===== config.mk =====
export PLATFORM = sky130hd
export DESIGN_NAME = vrf_port_arbiter
export DESIGN_NICKNAME = d
export VERILOG_FILES = /design/src/rtl/vrf_arb_pkg.sv /design/src/rtl/vrf_rr_picker.sv /design/src/rtl/vrf_port_arbiter.sv
export SDC_FILE = /design/constraint.sdc
export NUM_CORES = 1
export LEC_CHECK = 0
export ABC_CLOCK_PERIOD_IN_PS = 2400
export BUFFER_PORTS_ARGS = -buffer_cell sky130_fd_sc_hd__buf_2
export CAP_MARGIN = 30
export CORE_AREA = 5 5 311 313
export DETAILED_ROUTE_END_ITERATION = 7
export DIE_AREA = 0 0 316 318
export HOLD_SLACK_MARGIN = 0.08
export PLACE_DENSITY = 0.3
export SLEW_MARGIN = 20
export SYNTH_ARGS = -nofsm -noshare
export SYNTH_HDL_FRONTEND = slang
export SYNTH_SLANG_ARGS = --single-unit

===== constraint.sdc =====
create_clock -name clk_i -period 2.4 [get_ports clk_i]
set_input_delay 0.24 -clock clk_i [delete_from_list [all_inputs] [get_ports clk_i]]
set_output_delay 0.24 -clock clk_i [all_outputs]
set_load 0.03 [all_outputs]

===== src/rtl/vrf_arb_pkg.sv =====
// Shared types and helpers for the VRF port arbiter.
package vrf_arb_pkg;

    typedef enum logic {
        ARB_IDLE = 1'b0,
        ARB_LOCK = 1'b1
    } vrf_arb_state_t;

    // Wrapping increment of a requester index in the range 0..n-1.
    function automatic int unsigned rr_next(input int unsigned idx, input int unsigned n);
        return (idx >= n - 1) ? 0 : idx + 1;
    endfunction

endpackage


===== src/rtl/vrf_rr_picker.sv =====
// Combinational round-robin pick: first valid requester at or after ptr_i, wrapping
// from NumReq-1 back to 0.
module vrf_rr_picker #(
    parameter int unsigned NumReq = 3,
    parameter int unsigned IdxW   = $clog2(NumReq)
) (
    input  logic [NumReq-1:0] valid_i,
    input  logic [IdxW-1:0]   ptr_i,
    output logic [NumReq-1:0] gnt_o,
    output logic [IdxW-1:0]   gnt_idx_o
);

    logic          found;
    logic [IdxW:0] sum;
    logic [IdxW-1:0] idx;

    // One extra bit on sum so ptr + offset never overflows before the wrap.
    always_comb begin
        gnt_o     = '0;
        gnt_idx_o = '0;
        found     = 1'b0;
        sum       = '0;
        idx       = '0;
        for (int k = 0; k < int'(NumReq); k++) begin
            sum = {1'b0, ptr_i} + (IdxW+1)'(k);
            if (sum >= (IdxW+1)'(NumReq)) begin
                sum = sum - (IdxW+1)'(NumReq);
            end
            idx = sum[IdxW-1:0];
            if (!found && valid_i[idx]) begin
                found      = 1'b1;
                gnt_o[idx] = 1'b1;
                gnt_idx_o  = idx;
            end
        end
    end

endmodule


===== src/rtl/vrf_port_arbiter.sv =====
// Shares the single-port VRF RAM between NumReq requesters with locked bursts and
// routed read responses. Define VRF_ARB_WB_PRIO_EN to give the writeback port priority.
module vrf_port_arbiter
    import vrf_arb_pkg::*;
#(
    parameter int unsigned NumReq    = 3,
    parameter int unsigned DataWidth = 128,
    parameter int unsigned AddrWidth = 5
) (
    input  logic                          clk_i,
    input  logic                          rst_ni,
    input  logic [NumReq-1:0]             req_valid_i,
    output logic [NumReq-1:0]             req_ready_o,
    input  logic [NumReq-1:0]             req_last_i,
    input  logic [NumReq-1:0]             req_we_i,
    input  logic [NumReq*AddrWidth-1:0]   req_addr_i,
    input  logic [NumReq*DataWidth-1:0]   req_wdata_i,
    output logic [NumReq-1:0]             rsp_valid_o,
    output logic [DataWidth-1:0]          rsp_rdata_o,
    output logic                          ram_req_o,
    output logic                          ram_we_o,
    output logic [AddrWidth-1:0]          ram_addr_o,
    output logic [DataWidth-1:0]          ram_wdata_o,
    input  logic [DataWidth-1:0]          ram_rdata_i,
    output logic                          busy_o
);

    localparam int unsigned    IdxW  = $clog2(NumReq);
    localparam logic [IdxW-1:0] WbIdx = IdxW'(NumReq - 1);

    vrf_arb_state_t  state_q, state_d;
    logic [IdxW-1:0] owner_q, owner_d;
    logic [IdxW-1:0] rr_ptr_q, rr_ptr_d;
    logic            rsp_pend_q, rsp_pend_d;
    logic [IdxW-1:0] rsp_idx_q, rsp_idx_d;

    logic [AddrWidth-1:0] addr_arr  [NumReq];
    logic [DataWidth-1:0] wdata_arr [NumReq];
    logic [NumReq-1:0]    rr_gnt;
    logic [IdxW-1:0]      rr_idx;
    logic [NumReq-1:0]    gnt_vec;
    logic [IdxW-1:0]      gnt_idx;
    logic                 fire;

    for (genvar i = 0; i < int'(NumReq); i++) begin : g_unpack
        assign addr_arr[i]  = req_addr_i[i*AddrWidth +: AddrWidth];
        assign wdata_arr[i] = req_wdata_i[i*DataWidth +: DataWidth];
    end

    vrf_rr_picker #(
        .NumReq (NumReq),
        .IdxW   (IdxW)
    ) u_picker (
        .valid_i   (req_valid_i),
        .ptr_i     (rr_ptr_q),
        .gnt_o     (rr_gnt),
        .gnt_idx_o (rr_idx)
    );

    // Grant is combinational and suppressed while reset is asserted.
    always_comb begin
        gnt_vec = '0;
        gnt_idx = '0;
        if (!rst_ni) begin
            gnt_vec = '0;
        end else if (state_q == ARB_LOCK) begin
            if (req_valid_i[owner_q]) begin
                gnt_vec[owner_q] = 1'b1;
                gnt_idx          = owner_q;
            end
        end else begin
`ifdef VRF_ARB_WB_PRIO_EN
            if (req_valid_i[WbIdx]) begin
                gnt_vec[WbIdx] = 1'b1;
                gnt_idx        = WbIdx;
            end else begin
                gnt_vec = rr_gnt;
                gnt_idx = rr_idx;
            end
`else
            gnt_vec = rr_gnt;
            gnt_idx = rr_idx;
`endif
        end
    end

    assign fire        = |gnt_vec;
    assign req_ready_o = gnt_vec;
    assign ram_req_o   = fire;
    assign ram_we_o    = fire & req_we_i[gnt_idx];
    assign ram_addr_o  = fire ? addr_arr[gnt_idx]  : '0;
    assign ram_wdata_o = fire ? wdata_arr[gnt_idx] : '0;

    always_comb begin
        state_d    = state_q;
        owner_d    = owner_q;
        rr_ptr_d   = rr_ptr_q;
        rsp_pend_d = fire & ~req_we_i[gnt_idx];
        rsp_idx_d  = gnt_idx;
        if (fire) begin
            if (req_last_i[gnt_idx]) begin
                state_d  = ARB_IDLE;
                rr_ptr_d = IdxW'(rr_next(32'(gnt_idx), NumReq));
`ifdef VRF_ARB_WB_PRIO_EN
                // A priority writeback beat must not disturb the fairness rotation.
                if (state_q == ARB_IDLE && gnt_idx == WbIdx) begin
                    rr_ptr_d = rr_ptr_q;
                end
`endif
            end else begin
                state_d = ARB_LOCK;
                owner_d = gnt_idx;
            end
        end
    end

    always_ff @(posedge clk_i or negedge rst_ni) begin
        if (!rst_ni) begin
            state_q    <= ARB_IDLE;
            owner_q    <= '0;
            rr_ptr_q   <= '0;
            rsp_pend_q <= 1'b0;
            rsp_idx_q  <= '0;
        end else begin
            state_q    <= state_d;
            owner_q    <= owner_d;
            rr_ptr_q   <= rr_ptr_d;
            rsp_pend_q <= rsp_pend_d;
            rsp_idx_q  <= rsp_idx_d;
        end
    end

    assign rsp_valid_o = rsp_pend_q ? (NumReq'(1) << rsp_idx_q) : '0;
    assign rsp_rdata_o = rsp_pend_q ? ram_rdata_i : '0;
    assign busy_o      = (state_q == ARB_LOCK) | rsp_pend_q;

endmodule


==> metrics.md, run 1 <==
| Metric | Value |
|---|---|
| Status | `complete, but fails checks` |
| Failing checks | `negative setup slack` |
| Worst setup SP type | `flip-flop` |
| Post-synth EDFFs | `0` |
| TritonCTS clock tree | `built` |
| Worst hold path type | `primary input to flip-flop` |
| Number of distinct library cells after synthesis | `52` |
| Post-layout nets | `2128` |
| Power, Total | `about 21 mW` |
| Slew @ Worst Pin | `483 ps` |
| Top Ports | `808` |
| Clk buf depth | `2` |
| Mapped Cells | `691` |
| Share of cells above drive strength 1 | `0.742` |
| DRC viols | `0` |
| Cell area after synthesis | `~0.005 sq mm` |
| VDD IR-drop max | `0.000759 V` |
| Synth Warn # | `0` |
| Reg area | `206 sq um` |
| Unrepaired setup endpoints after global routing | `true` |
| Later-pin clock latency in the skew report | `approximately 240 ps` |
| Final wirelength | `69.8 mm` |
| P&R area growth vs syn | `185%` |
| Initial antenna violation count | `27` |
| Die Ht | `318 microns` |
| Synth Area in Compound Gates | `0.281` |
| Mux cell area share after synthesis | `0.280` |
| Final setup fails | `143` |
| Synthesized area per cell | `between 7 and 8 sq um` |
| CP Buf/Inv Count | `5` |
| Number of global-route vias before repair | `9712` |
| Slew Limit Fails | `0` |
| Syn Nets | `1233` |
| CTS H-tree lvls | `1` |
| CP peak stage delay | `430 ps` |
| CORE AREA | `0.0940 sq mm` |
| Port Buffers | `about 810` |
| Pin count of the biggest net entering global routing | `32` |
| Routed vias/inst | `around 3.2` |
| Seq/Total Area, Yosys | `0.0395` |
| CTS root buffer | `clkbuf_16` |
| Initial Util | `0.0539` |
| Crit Path Max Fanout | `8` |
| Crit path required time | `2160 ps` |
| Detail Route Antenna Nets | `0` |
| Crit-path cells | `inv_2 -> ha_4 -> nand2b_4 -> nor4_4 -> o21ai_2 -> a31oi_4 -> nor2_4 -> buf_6 -> buf_16 -> buf_16 -> a211oi_4 -> buf_6` |
| Clk sinks | `8` |
| Setup tns final | `-93400 ps` |
| RD Place Congestion | `around 0.9` |
| Die area | `0.100 sq mm` |
| Overall routing resource usage | `0.127` |
| Worst path arrival time | `2900 ps` |
| Crit path max-delay cell type | `dfrtp_2` |
| Initial DRC Count | `~320` |
| Crit path kind | `flip-flop to output port` |
| Synthesized flop and latch total | `8` |
| Router iterations before antenna repair | `4` |
| Fin crit share | `1.31` |
| Filler cells | `10900` |
| PwrDens | `1460 mW/mm^2` |
| Leak pwr | `6.55 nW` |
| Multi-input gate area | `slightly below 0.006 sq mm` |
| Primary FF master, synth | `dfrtp_1` |
| Slew HR | `0.674` |
| Largest delay contributor family on the critical path | `buffers and inverters` |
| Skew final | `between 0.5 and 0.6 ps` |
| Synth Area in Adders | `0.00988` |
| Post-route setup slack | `-743 ps` |
| Fraction of registers with async set/reset | `1.00` |
| First-pass GRT wire length | `between 80 and 90 mm` |
| TritonCTS buffer count | `3` |
| Clk pin slew, worst setup/hold paths | `~40 ps` |
| Final min period | `3140 ps` |
| Row Count | `roughly 110` |
| Final hold violations | `0` |
| Final hold slack | `383 ps` |
| CP endpoint kind | `output port` |
| Max-cap violation count | `0` |
| Die W | `316 microns` |
| Post-synthesis simple-gate area fraction | `0.301` |
| Detailed placement HPWL | `62.1 mm` |
| Post-Synth XOR/XNOR Area | `0` |
| F_max | `between 0.3 and 0.4 GHz` |
| GRT overflow | `0` |
| DR WL/cell | `between 20 and 25 microns` |
| Via count | `9164` |
| Main combinational cell family by area after synthesis | `simple AND/OR/NAND/NOR gates` |
-- worst paths after layout --
kind | start | end | slack, ps | cells past startpoint
max | rr_ptr_q[0] | ram_wdata_o[93] | -740 | 12
min | req_we_i[1] | rsp_pend_q | 380 | 4
max reg2reg | rr_ptr_q[0] | owner_q[1] | -200 | 9
min reg2reg | rr_ptr_q[0] | rr_ptr_q[0] | 580 | 1
max in group asynchronous | rst_ni | rsp_pend_q | 1680 | 3
min in group asynchronous | rst_ni | owner_q[1] | 580 | 3
-- cells by family after synthesis --
logic type	count (synthesis)
simple gates	296
compound gates	160
buf+inv	82
mux	141
flops	8
fa+ha+maj	4
-- cells in the mapped netlist (all sizes together) (4+ instances only) --
cell,n,share of area
and2,128,0.16
nand3b,4,0.0059
nand2b,6,0.0074
a211oi,133,0.23
nand2,5,0.0037
clkbuf,38,0.029
o21ai,5,0.0049
inv,7,0.0052
nor2,137,0.10
buf,37,0.054
dfrtp,8,0.040
ha,4,0.0099
mux2,6,0.013
mux2i,135,0.27
-- cell type report --
type,count,area share
multi-input combinational,601,0.411
inverter,7,0.00199
antenna,5,0.000866
tap,1265,0.109
clock buffer,4,0.00545
timing repair buffer,965,0.457
sequential,8,0.0143
-- worst min-delay path, delay by kind of cell --
kind | cells | cell delay [ps]
multiplexers | 1 | 150
buffers and inverters | 2 | 180
AND/OR/NAND/NOR | 1 | 20
-- repair_timing --
item	CTS	global route
setup buffers	8	15
hold buffers	1	0
pin swaps	7	18
resized for setup	311	165
endpoints found under the setup margin	143	144
cloned	5	3
hold endpoints to repair	8	0
-- cells in the final DEF (no fill, tap or decap), drive strengths merged, types with 3 or more instances in the layout --
cell | synthesis | layout
buf | 37 | 959
nor2 | 137 | 137
mux2i | 135 | 135
a211oi | 133 | 133
and2 | 128 | 128
clkbuf | 38 | 8
dfrtp | 8 | 8
inv | 7 | 7
mux2 | 6 | 6
nand2b | 6 | 6
diode | 0 | 5
nand2 | 5 | 5
o21ai | 5 | 5
nand3b | 4 | 4
ha | 4 | 4
and3 | 3 | 3
a21boi | 3 | 3
a21oi | 3 | 3
-- per-stage QoR --
step / cells / cell area (sq um) / setup WS [ps] / utilization
global placement: 2821 / 12100 / -829 / 0.129
finish: 2855 / 14500 / -743 / 0.154
floorplan: 691 / 5650 / -565 / -
detailed placement: 2821 / 12100 / -841 / 0.129
CTS: 2838 / 13600 / -758 / 0.145
global route: 2850 / 14400 / -837 / 0.154
-- where the power goes --
group	internal, mW	switching [mW]	leakage, nW
combinational	8.80	11.7	6.42
sequential	0.195	0.112	0.0986
clock	0.223	0.0803	0.0382
total	9.21	11.9	6.55
-- state kept, by name, indices dropped and copies added (netlist names) --
register,cells
state_q,1
rsp_idx_q,2
rsp_pend_q,1
rr_ptr_q,2
owner_q,2
-- per-layer routing --
metal,up-vias,part of all wire,GRT usage
met1,4342,0.38,0.147
li1,4234,-,-
met4,12,0.022,0.0157
met2,507,0.52,0.243
met3,69,0.071,0.0286
met5,-,0.0011,0
Note: power is estimated with default switching activity, not from simulation.
==> inputs of run 2 (changes only) <==
--- a/config.mk
+++ b/config.mk
@@ -9,8 +9,10 @@
 export BUFFER_PORTS_ARGS = -buffer_cell sky130_fd_sc_hd__buf_2
 export CAP_MARGIN = 30
 export CORE_AREA = 5 5 311 313
+export CTS_BUF_LIST = sky130_fd_sc_hd__clkbuf_16
 export DETAILED_ROUTE_END_ITERATION = 7
 export DIE_AREA = 0 0 316 318
+export GPL_ROUTABILITY_DRIVEN = 0
 export HOLD_SLACK_MARGIN = 0.08
 export PLACE_DENSITY = 0.3
 export SLEW_MARGIN = 20
==> metrics.md, run 2 (same netlist as run 1, synthesis figures left out) <==
| Metric | Value |
|---|---|
| Worst hold path type | `primary input to flip-flop (unchanged)` |
| Dpl cells | `2821 (unchanged)` |
| Fin cells | `2855 (unchanged)` |
| Via count | `9164 (unchanged)` |
| Commonest non-fill, non-tap cell in the layout | `buf_2 (unchanged)` |
| Unrepaired setup endpoints after global routing | `true (unchanged)` |
| Max-cap violation count | `0 (unchanged)` |
| First-pass GRT wire length | `88.8 mm (unchanged)` |
| R2R Setup Slk | `-200 ps (about the same)` |
| CTS H-tree lvls | `1 (unchanged)` |
| Cell Area, Placed | `0.0121 sq mm (unchanged)` |
| Initial Util | `0.0539 (unchanged)` |
| Slew @ Worst Pin | `483 ps (unchanged)` |
| Worst path arrival time | `2900 ps (about the same)` |
| Pin count of the biggest net entering global routing | `32 (unchanged)` |
| Post-route setup slack | `-743 ps (about the same)` |
| Failing checks | `negative setup slack (unchanged)` |
| WHS Path Cells | `4 (unchanged)` |
| Detailed placement HPWL | `62.1 mm (unchanged)` |
| Final hold violations | `0 (unchanged)` |
| Slew Limit Fails | `0 (unchanged)` |
| P&R area growth vs syn | `185% (unchanged)` |
| Final Instance Area | `0.0145 sq mm (unchanged)` |
| PwrDens | `1460 mW/mm^2 (about the same)` |
| Status | `complete, but fails checks (unchanged)` |
| Fin crit share | `1.31 (about the same)` |
| F_max | `0.318 GHz (about the same)` |
| CORE AREA | `0.0940 sq mm (unchanged)` |
| DR WL/cell | `24.4 microns (unchanged)` |
| Clk buf depth | `2 (unchanged)` |
| Overall routing resource usage | `0.127 (unchanged)` |
| Leak pwr | `6.56 nW (was 6.55 nW)` |
| Final core utilization | `0.154 (unchanged)` |
| Hold endpoint | `rsp_pend_q (unchanged)` |
| GRT overflow | `0 (unchanged)` |
| Largest registers | `owner_q (2), rr_ptr_q (2), rsp_idx_q (2) (unchanged)` |
| Initial antenna violation count | `27 (unchanged)` |
| Post-layout nets | `2128 (unchanged)` |
| Later-pin clock latency in the skew report | `240 ps (about the same)` |
| Share of cells above drive strength 1 | `0.742 (unchanged)` |
| CP endpoint kind | `output port (unchanged)` |
| VDD IR-drop max | `0.000759 V (unchanged)` |
| RR Startpoint | `rr_ptr_q[0] (unchanged)` |
| Die Ht | `318 microns (unchanged)` |
| Crit path kind | `flip-flop to output port (unchanged)` |
| Most frequent cells in the layout | `buf_2, buf_4, nor2_1 (unchanged)` |
| HP Start | `req_we_i[1] (unchanged)` |
| Clk pin slew, worst setup/hold paths | `40 ps (about the same)` |
| Worst r2r dst | `owner_q[1] (unchanged)` |
| Row Count | `113 (unchanged)` |
| Worst setup SP type | `flip-flop (unchanged)` |
| CTS root buffer | `clkbuf_16 (unchanged)` |
| Router iterations before antenna repair | `4 (unchanged)` |
| Port Buffers | `807 (unchanged)` |
| Initial DRC Count | `324 (unchanged)` |
| Final min period | `3140 ps (about the same)` |
| Detail Route Antenna Nets | `0 (unchanged)` |
| Number of global-route vias before repair | `9712 (unchanged)` |
| Slew HR | `0.674 (unchanged)` |
| Routed vias/inst | `3.21 (unchanged)` |
| Final setup fails | `143 (unchanged)` |
| Crit path required time | `2160 ps (about the same)` |
| DRC viols | `0 (unchanged)` |
| Worst Reg-to-Reg Cells | `9 (unchanged)` |
| Die area | `0.100 sq mm (unchanged)` |
| Clk sinks | `8 (unchanged)` |
| Die W | `316 microns (unchanged)` |
| Crit Path Max Fanout | `8 (unchanged)` |
| Power, Total | `21.1 mW (about the same)` |
| Top Ports | `808 (unchanged)` |
| TritonCTS buffer count | `3 (unchanged)` |
| TritonCTS clock tree | `built (unchanged)` |
| Final wirelength | `69.8 mm (unchanged)` |
| Skew final | `0.352 ps (was 0.575 ps)` |
## run 2: changes by cell type in the layout (fill, tap and decap cells not counted)
cell / change
inv_1: +1
clkbuf_1: -1
## run 2: how the worst max path moves through the flow
stage	startpoint	to	slack (ps)	cells after the start
after floorplan	rr_ptr_q[0]	ram_wdata_o[31]	-570	12
after global placement	rr_ptr_q[0]	ram_wdata_o[82]	-830	11
after detailed placement	rr_ptr_q[0]	ram_wdata_o[85]	-840	11
after CTS	rr_ptr_q[1]	ram_wdata_o[76]	-760	12
after global routing	rr_ptr_q[0]	ram_wdata_o[87]	-840	12
final	rr_ptr_q[0]	ram_wdata_o[93]	-740	12
## run 2: final cells by class
type / count / area [sq um]
Clock buffer: 3 / 75.1
Timing Repair Buffer: 965 / 6610
Multi-Input combinational cell: 601 / 5940
Fill cell: 10900 / 79600
Sequential cell: 8 / 206
Tap cell: 1265 / 1580
Inverter: 7 / 28.8
Clock inverter: 1 / 3.75
Antenna cell: 5 / 12.5
## run 2: stage by stage
step	TNS [ps]	setup slack, ps	hold slack (ps)
2_1_floorplan	-64040	-565	-55.6
3_3_place_gp	-80030	-829	237
3_5_place_dp	-81290	-841	242
4_1_cts	-97500	-757	296
5_1_grt	-107200	-837	403
6_report	-93440	-743	382
## run 2: layer usage
metal / up-vias / part of all wire / global-route usage
met5: - / 0.0011 / 0
met3: 69 / 0.071 / 0.0286
met2: 507 / 0.52 / 0.243
li1: 4234 / - / -
met1: 4342 / 0.38 / 0.147
met4: 12 / 0.022 / 0.0157
## run 2: where the power goes
| group | internal (mW) | leakage (nW) | switching, mW |
|---|---|---|---|
| combinational | 8.80 | 6.42 | 11.7 |
| clock | 0.218 | 0.0423 | 0.0806 |
| sequential | 0.195 | 0.0986 | 0.112 |
## run 2: worst max-delay path, stage by stage (launching register included)
cell and delay (ps):
dfrtp_2 430, inv_2 90, ha_4 240, nand2b_4 170, nor4_4 360, o21ai_2 110
a31oi_4 240, nor2_4 90, buf_6 130, buf_16 150, buf_16 180, a211oi_4 250
buf_6 180
## run 2: what timing repair did
item	CTS	global route
hold buffers	1	0
pin swaps	7	18
buffers inserted	8	15
cloned	5	3
endpoints found under the setup margin	143	144
hold endpoints to repair	8	0
gates resized for setup	311	165
